$ cat config.mk
export PLATFORM = sky130hd
export DESIGN_NAME = uart_wb_master
export DESIGN_NICKNAME = d
export VERILOG_FILES = /design/src/rtl/uart_wb_pkg.sv /design/src/rtl/uart_cmd_fifo.sv /design/src/rtl/uart_wb_master.sv
export SDC_FILE = /design/constraint.sdc
export NUM_CORES = 1
export LEC_CHECK = 0
export CAP_MARGIN = 10
export CORE_UTILIZATION = 29
export CTS_CLUSTER_SIZE = 28
export DETAILED_ROUTE_END_ITERATION = 12
export PLACE_DENSITY_LB_ADDON = 0.3
export SLEW_MARGIN = 20
export SYNTH_ARGS = -nofsm -noshare
export SYNTH_HDL_FRONTEND = slang
export SYNTH_SLANG_ARGS = --single-unit
$ cat constraint.sdc
create_clock -name clock -period 2.4 [get_ports clock]
set_clock_uncertainty 0.1 [all_clocks]
set_input_delay 0.24 -clock clock [delete_from_list [all_inputs] [get_ports clock]]
set_output_delay 0.24 -clock clock [all_outputs]
set_load 0.05 [all_outputs]
$ cat src/rtl/uart_wb_pkg.sv
// Shared types and constants for the UART Wishbone command master.
//   uart_cmd_t  : one buffered host command {we, addr, data}
//   mst_state_t : bus master FSM states
//   sel_of()    : byte-lane select for a UART register address
package uart_wb_pkg;

  localparam int UART_AW = 5;
  localparam int UART_DW = 8;
  localparam int UART_SW = 4;
  localparam int CMD_W   = 1 + UART_AW + UART_DW;

  // UART register map (word offsets on the slave port)
  localparam logic [UART_AW-1:0] RBR_THR = 5'd0;
  localparam logic [UART_AW-1:0] IER     = 5'd1;
  localparam logic [UART_AW-1:0] IIR_FCR = 5'd2;
  localparam logic [UART_AW-1:0] LCR     = 5'd3;
  localparam logic [UART_AW-1:0] LSR     = 5'd5;

  typedef struct packed {
    logic               we;
    logic [UART_AW-1:0] addr;
    logic [UART_DW-1:0] data;
  } uart_cmd_t;

  typedef enum logic [1:0] {
    IDLE = 2'd0,
    BUS  = 2'd1,
    RSP  = 2'd2
  } mst_state_t;

  // One-hot lane select from the low address bits.
  function automatic logic [UART_SW-1:0] sel_of(input logic [UART_AW-1:0] a);
    return 4'b0001 << a[1:0];
  endfunction

endpackage

$ cat src/rtl/uart_cmd_fifo.sv
// Synchronous command FIFO.
//   clk_i, rst_ni : clock, async active-low reset (empties the FIFO)
//   push_i/data_i : write request; ignored while full (even with a pop)
//   pop_i         : drop the head entry; ignored while empty
//   head_o        : current head entry (valid while !empty_o)
//   full_o/empty_o: occupancy flags
module uart_cmd_fifo
  import uart_wb_pkg::*;
#(
  parameter int CMD_DEPTH = 4
) (
  input  logic             clk_i,
  input  logic             rst_ni,
  input  logic             push_i,
  input  logic [CMD_W-1:0] data_i,
  input  logic             pop_i,
  output logic [CMD_W-1:0] head_o,
  output logic             full_o,
  output logic             empty_o
);

  localparam int AW = $clog2(CMD_DEPTH);

  logic [CMD_W-1:0] mem_q [CMD_DEPTH];
  logic [AW-1:0]    wr_ptr_q, wr_ptr_d;
  logic [AW-1:0]    rd_ptr_q, rd_ptr_d;
  logic [AW:0]      cnt_q, cnt_d;
  logic             push_ok, pop_ok;

  assign full_o  = (cnt_q == (AW+1)'(CMD_DEPTH));
  assign empty_o = (cnt_q == '0);
  assign head_o  = mem_q[rd_ptr_q];

  // Full blocks push based on the registered count only, so a same-cycle
  // pop never frees a slot early.
  assign push_ok = push_i && !full_o;
  assign pop_ok  = pop_i && !empty_o;

  // Power-of-two depth: pointers wrap naturally.
  always_comb begin
    wr_ptr_d = wr_ptr_q;
    rd_ptr_d = rd_ptr_q;
    cnt_d    = cnt_q;
    if (push_ok) wr_ptr_d = wr_ptr_q + 1'b1;
    if (pop_ok)  rd_ptr_d = rd_ptr_q + 1'b1;
    case ({push_ok, pop_ok})
      2'b10:   cnt_d = cnt_q + 1'b1;
      2'b01:   cnt_d = cnt_q - 1'b1;
      default: cnt_d = cnt_q;
    endcase
  end

  always_ff @(posedge clk_i or negedge rst_ni) begin
    if (!rst_ni) begin
      wr_ptr_q <= '0;
      rd_ptr_q <= '0;
      cnt_q    <= '0;
    end else begin
      wr_ptr_q <= wr_ptr_d;
      rd_ptr_q <= rd_ptr_d;
      cnt_q    <= cnt_d;
    end
  end

  // Storage needs no reset: entries are only read when counted valid.
  always_ff @(posedge clk_i) begin
    if (push_ok) mem_q[wr_ptr_q] <= data_i;
  end

endmodule

$ cat src/rtl/uart_wb_master.sv
// Command-driven Wishbone classic master for the UART register slave.
//   clock, wb_rst_ni      : clock, async active-low reset
//   cmd_*                 : host command channel (valid/ready), buffered
//   rsp_*                 : one response per command, in order
//                           (rsp_err_o=1 means no ack within TIMEOUT cycles)
//   wb_*                  : Wishbone classic master port (cyc == stb)
module uart_wb_master
  import uart_wb_pkg::*;
#(
  parameter int CMD_DEPTH = 4,
  parameter int TIMEOUT   = 16
) (
  input  logic               clock,
  input  logic               wb_rst_ni,
  input  logic               cmd_valid_i,
  output logic               cmd_ready_o,
  input  logic               cmd_we_i,
  input  logic [UART_AW-1:0] cmd_addr_i,
  input  logic [UART_DW-1:0] cmd_data_i,
  output logic               rsp_valid_o,
  input  logic               rsp_ready_i,
  output logic [UART_DW-1:0] rsp_data_o,
  output logic               rsp_err_o,
  output logic [UART_AW-1:0] wb_addr_o,
  output logic [UART_SW-1:0] wb_sel_o,
  output logic [UART_DW-1:0] wb_dat_o,
  input  logic [UART_DW-1:0] wb_dat_i,
  output logic               wb_we_o,
  output logic               wb_stb_o,
  output logic               wb_cyc_o,
  input  logic               wb_ack_i
);

  localparam int CW = $clog2(TIMEOUT);

  mst_state_t         state_q, state_d;
  logic [CW-1:0]      cnt_q, cnt_d;
  logic [UART_AW-1:0] addr_q, addr_d;
  logic [UART_SW-1:0] sel_q, sel_d;
  logic [UART_DW-1:0] dat_q, dat_d;
  logic               we_q, we_d;
  logic               cyc_q, cyc_d;
  logic               rsp_valid_q, rsp_valid_d;
  logic [UART_DW-1:0] rsp_data_q, rsp_data_d;
  logic               rsp_err_q, rsp_err_d;

  uart_cmd_t cmd_in, head;
  logic      fifo_full, fifo_empty, pop;

  assign cmd_in = '{we: cmd_we_i, addr: cmd_addr_i, data: cmd_data_i};

  uart_cmd_fifo #(.CMD_DEPTH(CMD_DEPTH)) u_fifo (
    .clk_i  (clock),
    .rst_ni (wb_rst_ni),
    .push_i (cmd_valid_i),
    .data_i (cmd_in),
    .pop_i  (pop),
    .head_o (head),
    .full_o (fifo_full),
    .empty_o(fifo_empty)
  );

  always_comb begin
    state_d     = state_q;
    cnt_d       = cnt_q;
    addr_d      = addr_q;
    sel_d       = sel_q;
    dat_d       = dat_q;
    we_d        = we_q;
    cyc_d       = cyc_q;
    rsp_valid_d = rsp_valid_q;
    rsp_data_d  = rsp_data_q;
    rsp_err_d   = rsp_err_q;
    pop         = 1'b0;
    case (state_q)
      IDLE: begin
        if (!fifo_empty) begin
          pop     = 1'b1;
          addr_d  = head.addr;
          sel_d   = sel_of(head.addr);
          dat_d   = head.we ? head.data : '0;
          we_d    = head.we;
          cyc_d   = 1'b1;
          cnt_d   = '0;
          state_d = BUS;
        end
      end
      BUS: begin
        // Ack is checked first so an ack on the terminal count completes
        // normally instead of aborting.
        if (wb_ack_i) begin
          cyc_d       = 1'b0;
          we_d        = 1'b0;
          rsp_data_d  = we_q ? '0 : wb_dat_i;
          rsp_err_d   = 1'b0;
          rsp_valid_d = 1'b1;
          state_d     = RSP;
        end else if (cnt_q == CW'(TIMEOUT-1)) begin
          cyc_d       = 1'b0;
          we_d        = 1'b0;
          rsp_data_d  = '0;
          rsp_err_d   = 1'b1;
          rsp_valid_d = 1'b1;
          state_d     = RSP;
        end else begin
          cnt_d = cnt_q + 1'b1;
        end
      end
      RSP: begin
        if (rsp_ready_i) begin
          rsp_valid_d = 1'b0;
          state_d     = IDLE;
        end
      end
      default: state_d = IDLE;
    endcase
  end

  always_ff @(posedge clock or negedge wb_rst_ni) begin
    if (!wb_rst_ni) begin
      state_q     <= IDLE;
      cnt_q       <= '0;
      addr_q      <= '0;
      sel_q       <= '0;
      dat_q       <= '0;
      we_q        <= 1'b0;
      cyc_q       <= 1'b0;
      rsp_valid_q <= 1'b0;
      rsp_data_q  <= '0;
      rsp_err_q   <= 1'b0;
    end else begin
      state_q     <= state_d;
      cnt_q       <= cnt_d;
      addr_q      <= addr_d;
      sel_q       <= sel_d;
      dat_q       <= dat_d;
      we_q        <= we_d;
      cyc_q       <= cyc_d;
      rsp_valid_q <= rsp_valid_d;
      rsp_data_q  <= rsp_data_d;
      rsp_err_q   <= rsp_err_d;
    end
  end

  assign cmd_ready_o = !fifo_full;
  assign wb_addr_o   = addr_q;
  assign wb_sel_o    = sel_q;
  assign wb_dat_o    = dat_q;
  assign wb_we_o     = we_q;
  // stb and cyc share one flop so they can never diverge.
  assign wb_cyc_o    = cyc_q;
  assign wb_stb_o    = cyc_q;
  assign rsp_valid_o = rsp_valid_q;
  assign rsp_data_o  = rsp_data_q;
  assign rsp_err_o   = rsp_err_q;

endmodule

Yosys cells after proc, flatten, opt, wreduce, memory -nomap -nowiden
Memories as Yosys holds them, arrays and structs flattened. Cells that the tools add are included.

RAM bits: 56. Memories kept: 1. Input bits: 27. Register bits after elaboration: 42. Output and inout port bits: 31.

Reduce and logical (&&, ||, !) cells: 16. Multiplexer cells: 29. Equality and inequality tests: 11. Bitwise logic cells: 1. Add/subtract/negate cells: 5. Shift operators: 1.

Memory list: u_fifo.mem_q (depth 4, width 14, read ports 1, clocked after memory_dff 0, write ports 1, RTL line uart_cmd_fifo.sv:24) `logic [CMD_W-1:0] mem_q [CMD_DEPTH];`.

Operator list (count): $mux W8 (4); $mux W1 (12); $mux W4 (3); $reduce_and A3 Y1 (3); $mux W2 (4); $ne A2 B2 Y1 const B (4); $pmux W4 S2 (1); $reduce_bool A2 Y1 (4); $pmux W1 S2 (3); $pmux W2 S3 (1); $pmux W3 S2 (1); $add A2 B1 Y2 const B (2); $add A4 B1 Y4 const B (1); $eq A2 B1 Y1 const B (2); $eq A2 B2 Y1 const B (2); $eq A4 B4 Y1 const B (1); $reduce_and A2 Y1 (2); $reduce_and A4 Y1 (1); $shl A1 B2 Y4 const A (1); $add A3 B1 Y3 const B (1); $eq A3 B3 Y1 const B (1); $logic_not A3 Y1 (1); $ne A3 B3 Y1 const B (1); $sub A3 B1 Y3 const B (1); 4 further kinds (6).

Depth between registers and ports, before layout
Depth in word-level cells: 6. Mapped depth: 9. Depth with buffers taken out: 9.

Modules after synthesis
From an unflattened synthesis, not the netlist that was laid out.

Cells, all modules: 248. Area, all modules: 3892.5 µm².

By module, submodules not included: uart_cmd_fifo (times used 1, area each 2448.6 µm², cells each 111); uart_wb_master (times used 1, area each 1443.9 µm², cells each 137).

Worst setup path before layout
Ideal clock, no wire load.

Path kind: reg2reg. From: register u_fifo.cnt_q[0]. To: register u_fifo.cnt_q[2]. Arrival: 2316 ps. Clock period less this slack: 2495 ps. Cell stages (with the launch flop): 10. Slack: -95 ps. Path buffers: 0. Data required time: 2221 ps. Setup time: 79 ps. Cells stage by stage: dfrtp_1 > or3b_1 > and2_1 > inv_1 > ha_1 > inv_1 > fa_1 > xor2_1 > nor2_1 > xor2_1.

Elaborated cells between the ends (all ways): 14. Classes of those cells: add/sub (2); eq/ne (3); mux (3); reduce/logical (6).

RTL lines: start, declared (RTL line uart_cmd_fifo.sv:27) `logic [AW:0] cnt_q, cnt_d;`; start signal, assigned (RTL line uart_cmd_fifo.sv:61) `cnt_q <= cnt_d;`; $eq A3 B3 Y1 (*) (RTL line uart_cmd_fifo.sv:30) `assign full_o = (cnt_q == (AW+1)'(CMD_DEPTH));`; $logic_not A1 Y1 (*); via cmd_ready_o (RTL line uart_wb_master.sv:16) `output logic cmd_ready_o,`; $logic_and A1 B1 Y1 (*) (RTL line uart_cmd_fifo.sv:36) `assign push_ok = push_i && !full_o;`; $eq A2 B1 Y1 or $eq A2 B2 Y1 (tied branches) (RTL line uart_cmd_fifo.sv:46) `case ({push_ok, pop_ok})`; $pmux W3 S2 or $reduce_bool A2 Y1 (tied branches).

The timed path passes the listed nets; every way through them passes the cells marked *. A chain may end at the register's enable or synchronous reset.

Worst setup path in the final report
From: register u_fifo.cnt_q[0]. To: register u_fifo.cnt_q[2].

Word-level cells in the longest chain between the ends: 6. Elaborated cells between the ends (all ways): 14. Classes of those cells: add/sub (2); eq/ne (3); mux (3); reduce/logical (6).

RTL lines: $logic_not A3 Y1 (RTL line uart_cmd_fifo.sv:31) `assign empty_o = (cnt_q == '0);`; $mux W1 (RTL line uart_wb_master.sv:77) `if (!fifo_empty) begin`; $mux W1 (RTL line uart_wb_master.sv:75) `case (state_q)`; $logic_and A1 B1 Y1 (RTL line uart_cmd_fifo.sv:37) `assign pop_ok = pop_i && !empty_o;`; $eq A2 B1 Y1 or $eq A2 B2 Y1 (tied branches) (RTL line uart_cmd_fifo.sv:46); $pmux W3 S2 or $reduce_bool A2 Y1 (tied branches).

Several ways; a longest one is shown, not always the timed one.

==> run summary <==
STATUS
---------------------------------------------------------------------------------
Result of the run                                                       completed

GLOBAL ROUTING
---------------------------------------------------------------------------------
Grt ovf                                                                         0
Vias in the first global route                                               2344
Global-route wire length before repair                                    12.7 mm
Gr usage total                                                              12.0%
Antenna violations before repair                                                0
Maximum number of pins on one net before global-route repair                   29

CLOCKING
---------------------------------------------------------------------------------
Number of clock sinks                                                          98
CTS clk-pin slew, worst paths                                             0.07 ns
CTS tree                                                                     done
Clock Tree Root                                                      sky130_fd_sc_hd__clkbuf_16
Clock latency of the later-clocked register in the worst-skew pair        0.33 ns
CTS buffer count                                                                9
Worst-case clock buffer depth                                                   2
Htree depth                                                                     3

DETAILED ROUTING
---------------------------------------------------------------------------------
Via Count                                                                    2192
Average routed wire per standard cell                                     15.8 um
Post-route ant nets                                                             0
Final routed wirelength across all metal layers                           7.67 mm
Post-detailed-route DRC marker count                                            0
Drt via density                                                              4.52
1st-pass router iterations                                                      4
DRC marker count from the first detailed-route iteration                       75

TIMING
---------------------------------------------------------------------------------
Achievable frequency                                                      439 MHz
Hold violation total from the final report                                      0
Tcrit/Tclk final                                                            94.8%
Least-Margin Pin Slew                                                    0.570 ns
Final Max Slew Viols                                                            0
Worst slew slack as a fraction of its limit                                 61.9%
Final worst slack                                                        0.124 ns
RSZ-0062 raised after global routing                                           no
Final worst path period need                                              2.28 ns
Setup TNS Final                                                              0 ns
Number of failing setup endpoints in the final timing report                    0

PLACEMENT
---------------------------------------------------------------------------------
Quantity of I/O buffers inserted on ports                                      57
Placement Cell Area                                                      4690 um2
Pre-CTS setup slack                                                      0.119 ns
Dpl cells                                                                     467
Post-detail-place hpwl                                                    5.22 mm
Placer congestion estimate                                                  0.738

SYNTHESIS
---------------------------------------------------------------------------------
Top-count cell post-synth                                            sky130_fd_sc_hd__edfxtp_1
Fraction of synthesized cell area taken by the top area cell type           43.4%
Synth top cells by count                                             sky130_fd_sc_hd__edfxtp_1 (56), sky130_fd_sc_hd__dfrtp_1 (42), sky130_fd_sc_hd__o21ai_0 (27)
Flop and latch count out of synthesis                                          98
Number of cells produced by synthesis                                         236
Post-synthesis async set-or-reset flop share                                42.9%
Main flop type after synthesis                                       sky130_fd_sc_hd__edfxtp_1
Number of enable flip-flop cells after synthesis                               56
Post-synthesis instance area                                             3880 um2
Post-synthesis sequential area ratio                                        70.5%
Nets in the synthesized netlist                                               270
Area leader, netlist                                                 sky130_fd_sc_hd__edfxtp_1
Warning count from the yosys run                                                0
Average cell area after synthesis                                        16.4 um2
Library cells used by synthesis                                                37
Top cells by area, synth                                             sky130_fd_sc_hd__edfxtp_1 (43%), sky130_fd_sc_hd__dfrtp_1 (27%), sky130_fd_sc_hd__mux4_2 (5.2%), sky130_fd_sc_hd__o21ai_0 (3.5%), sky130_fd_sc_hd__mux4_1 (3.4%)

POWER
---------------------------------------------------------------------------------
Maximum vdd drop                                                           455 uV
Clock Power Share                                                           19.6%
Cell Int Power                                                            4.20 mW
Net switching component of the power                                      2.59 mW
Pwr/cell area                                                         1360 nW/um2
Sequential power share                                                      38.2%
Static Leak                                                               1.89 nW
Sw frac                                                                     38.1%
Combinational cell fraction of total power                                  42.3%

CELLS AND AREA
---------------------------------------------------------------------------------
Filler instances                                                             1207
Share of post-route cells with drive strength above 1                       16.0%
Final cell count without fillers                                              485
Final layout net count                                                        342
Post-Layout Inst Area                                                    4990 um2
Number of inserted diodes                                                       0
Synthesis-to-layout area growth                                             28.7%

FLOORPLAN
---------------------------------------------------------------------------------
Top-level I/O count                                                            58
Initial standard-cell utilization of the core                               30.2%
Height of the chip                                                         118 um
Core box area                                                           12800 um2
Std cell rows                                                                  41
Die Area                                                                13800 um2
Die W                                                                      118 um

WORST SETUP PATH
---------------------------------------------------------------------------------
Max Fanout on Critical Path                                                     6
Arrival @ worst endpoint                                                  2.43 ns
R2R setup slack                                                           0.12 ns
Endpoint kind of the worst setup timing path                                 flop
Required @ worst endpoint                                                 2.55 ns
Depth of the most critical reg-to-reg path                                      9
Startpoint Class                                                             flop
Worst R2R End                                                        u_fifo.cnt_q[2]
Critical register-to-register path startpoint                        u_fifo.cnt_q[0]
CP Class                                                               reg -> reg

JOB
---------------------------------------------------------------------------------
Maximum Capacitance Violations                                                  0

HOLD PATH
---------------------------------------------------------------------------------
Worst min-delay path category                                         in -> async

power by group through the flow:
stage	Clock (mW)	Sequential, mW	Combinational, mW
3_3_place_gp	0	2.62	2.86
3_5_place_dp	0	2.65	2.89
6_report	1.33	2.59	2.87
5_1_grt	1.45	2.67	3.09
2_1_floorplan	0	3.20	1.37
4_1_cts	1.37	2.61	2.90
repair_timing:
item	in CTS	in global routing
endpoints found under the hold margin	14	0
gates resized for setup	0	1
buffers inserted	0	1
hold buffers	1	0
setup endpoints to repair	0	1
worst max-delay path, cell delays in order, from the launching register on:
cell                      delay (ns)
sky130_fd_sc_hd__dfrtp_1        0.43
sky130_fd_sc_hd__or3b_4         0.44
sky130_fd_sc_hd__and2_4         0.18
sky130_fd_sc_hd__inv_1          0.05
sky130_fd_sc_hd__ha_1           0.16
sky130_fd_sc_hd__inv_1          0.06
sky130_fd_sc_hd__fa_1           0.37
sky130_fd_sc_hd__xor2_1         0.15
sky130_fd_sc_hd__nor2_1         0.11
sky130_fd_sc_hd__xor2_1         0.15
worst max-delay path by stage:
stage / from / to / slack, ns / depth (start not counted)
after floorplan: u_fifo.cnt_q[0] / u_fifo.cnt_q[2] / 0.1 / 9
after global placement: u_fifo.cnt_q[0] / u_fifo.cnt_q[2] / 0.16 / 9
after detailed placement: u_fifo.cnt_q[0] / u_fifo.cnt_q[2] / 0.12 / 9
after CTS: u_fifo.cnt_q[0] / u_fifo.cnt_q[2] / 0.1 / 9
after global routing: u_fifo.cnt_q[0] / u_fifo.cnt_q[2] / 0.01 / 9
final: u_fifo.cnt_q[0] / u_fifo.cnt_q[2] / 0.12 / 9
per-layer routing:
metal / track usage (%) / wire length, um / vias to the layer above
met5: 0 / 0 / -
met4: 4.09 / 77 / 0
met3: 3.59 / 385 / 6
met2: 19.6 / 3780 / 56
met1: 15.1 / 3430 / 1097
li1: - / - / 1033
sequential cells by signal (all words and copies together) (netlist names):
register and flops:
u_fifo.mem_q 56, rsp_data_o 8, wb_dat_o 8, wb_addr_o 5
cnt_q 4, wb_sel_o 4, u_fifo.cnt_q 3, state_q 2
u_fifo.rd_ptr_q 2, u_fifo.wr_ptr_q 2, rsp_err_o 1, rsp_valid_o 1
wb_cyc_o 1, wb_we_o 1
kinds of logic (layout without fill, tap and decap cells):
group	after synthesis	count (layout)	synth area share, %
muxes	23	23	11.1
and+or+nand+nor	37	37	5.23
xor gates and xnor gates	6	6	1.36
DFF	98	98	70.5
buffers and inverters	20	97	2.42
adders and majority gates	7	7	2.45
AOI/OAI and AO/OA	45	45	6.94
cell type report:
class | instances | area [um2] | share of cell area [%]
flip-flops and latches | 98 | 2730 | 54.8
clock inverters | 6 | 40.0 | 0.802
multi-input cells | 118 | 1060 | 21.2
repair buffers | 70 | 666 | 13.3
well taps | 172 | 215 | 4.31
clock buffers | 10 | 239 | 4.79
inverters | 11 | 41.3 | 0.827
cell usage in the layout (no fill, tap or decap), drive strengths merged, types with 8 or more instances in the layout:
| cell type | synthesis | layout |
|---|---|---|
| a22o | 8 | 8 |
| buf | 6 | 13 |
| clkbuf | 3 | 10 |
| clkdlybuf4s50 | 0 | 56 |
| dfrtp | 42 | 42 |
| edfxtp | 56 | 56 |
| inv | 11 | 12 |
| mux4 | 14 | 14 |
| nand2 | 12 | 12 |
| o21ai | 27 | 27 |
through the flow:
stage          util [%]  hold WS (ns)  power (mW)
2_1_floorplan         -        -0.156        4.57
3_3_place_gp       36.6        0.0583        5.48
5_1_grt            38.9         0.279        7.21
6_report           38.9         0.252        6.80
3_5_place_dp       36.6        0.0656        5.54
4_1_cts            38.8         0.256        6.88
Power figures use the tool's default switching activity.
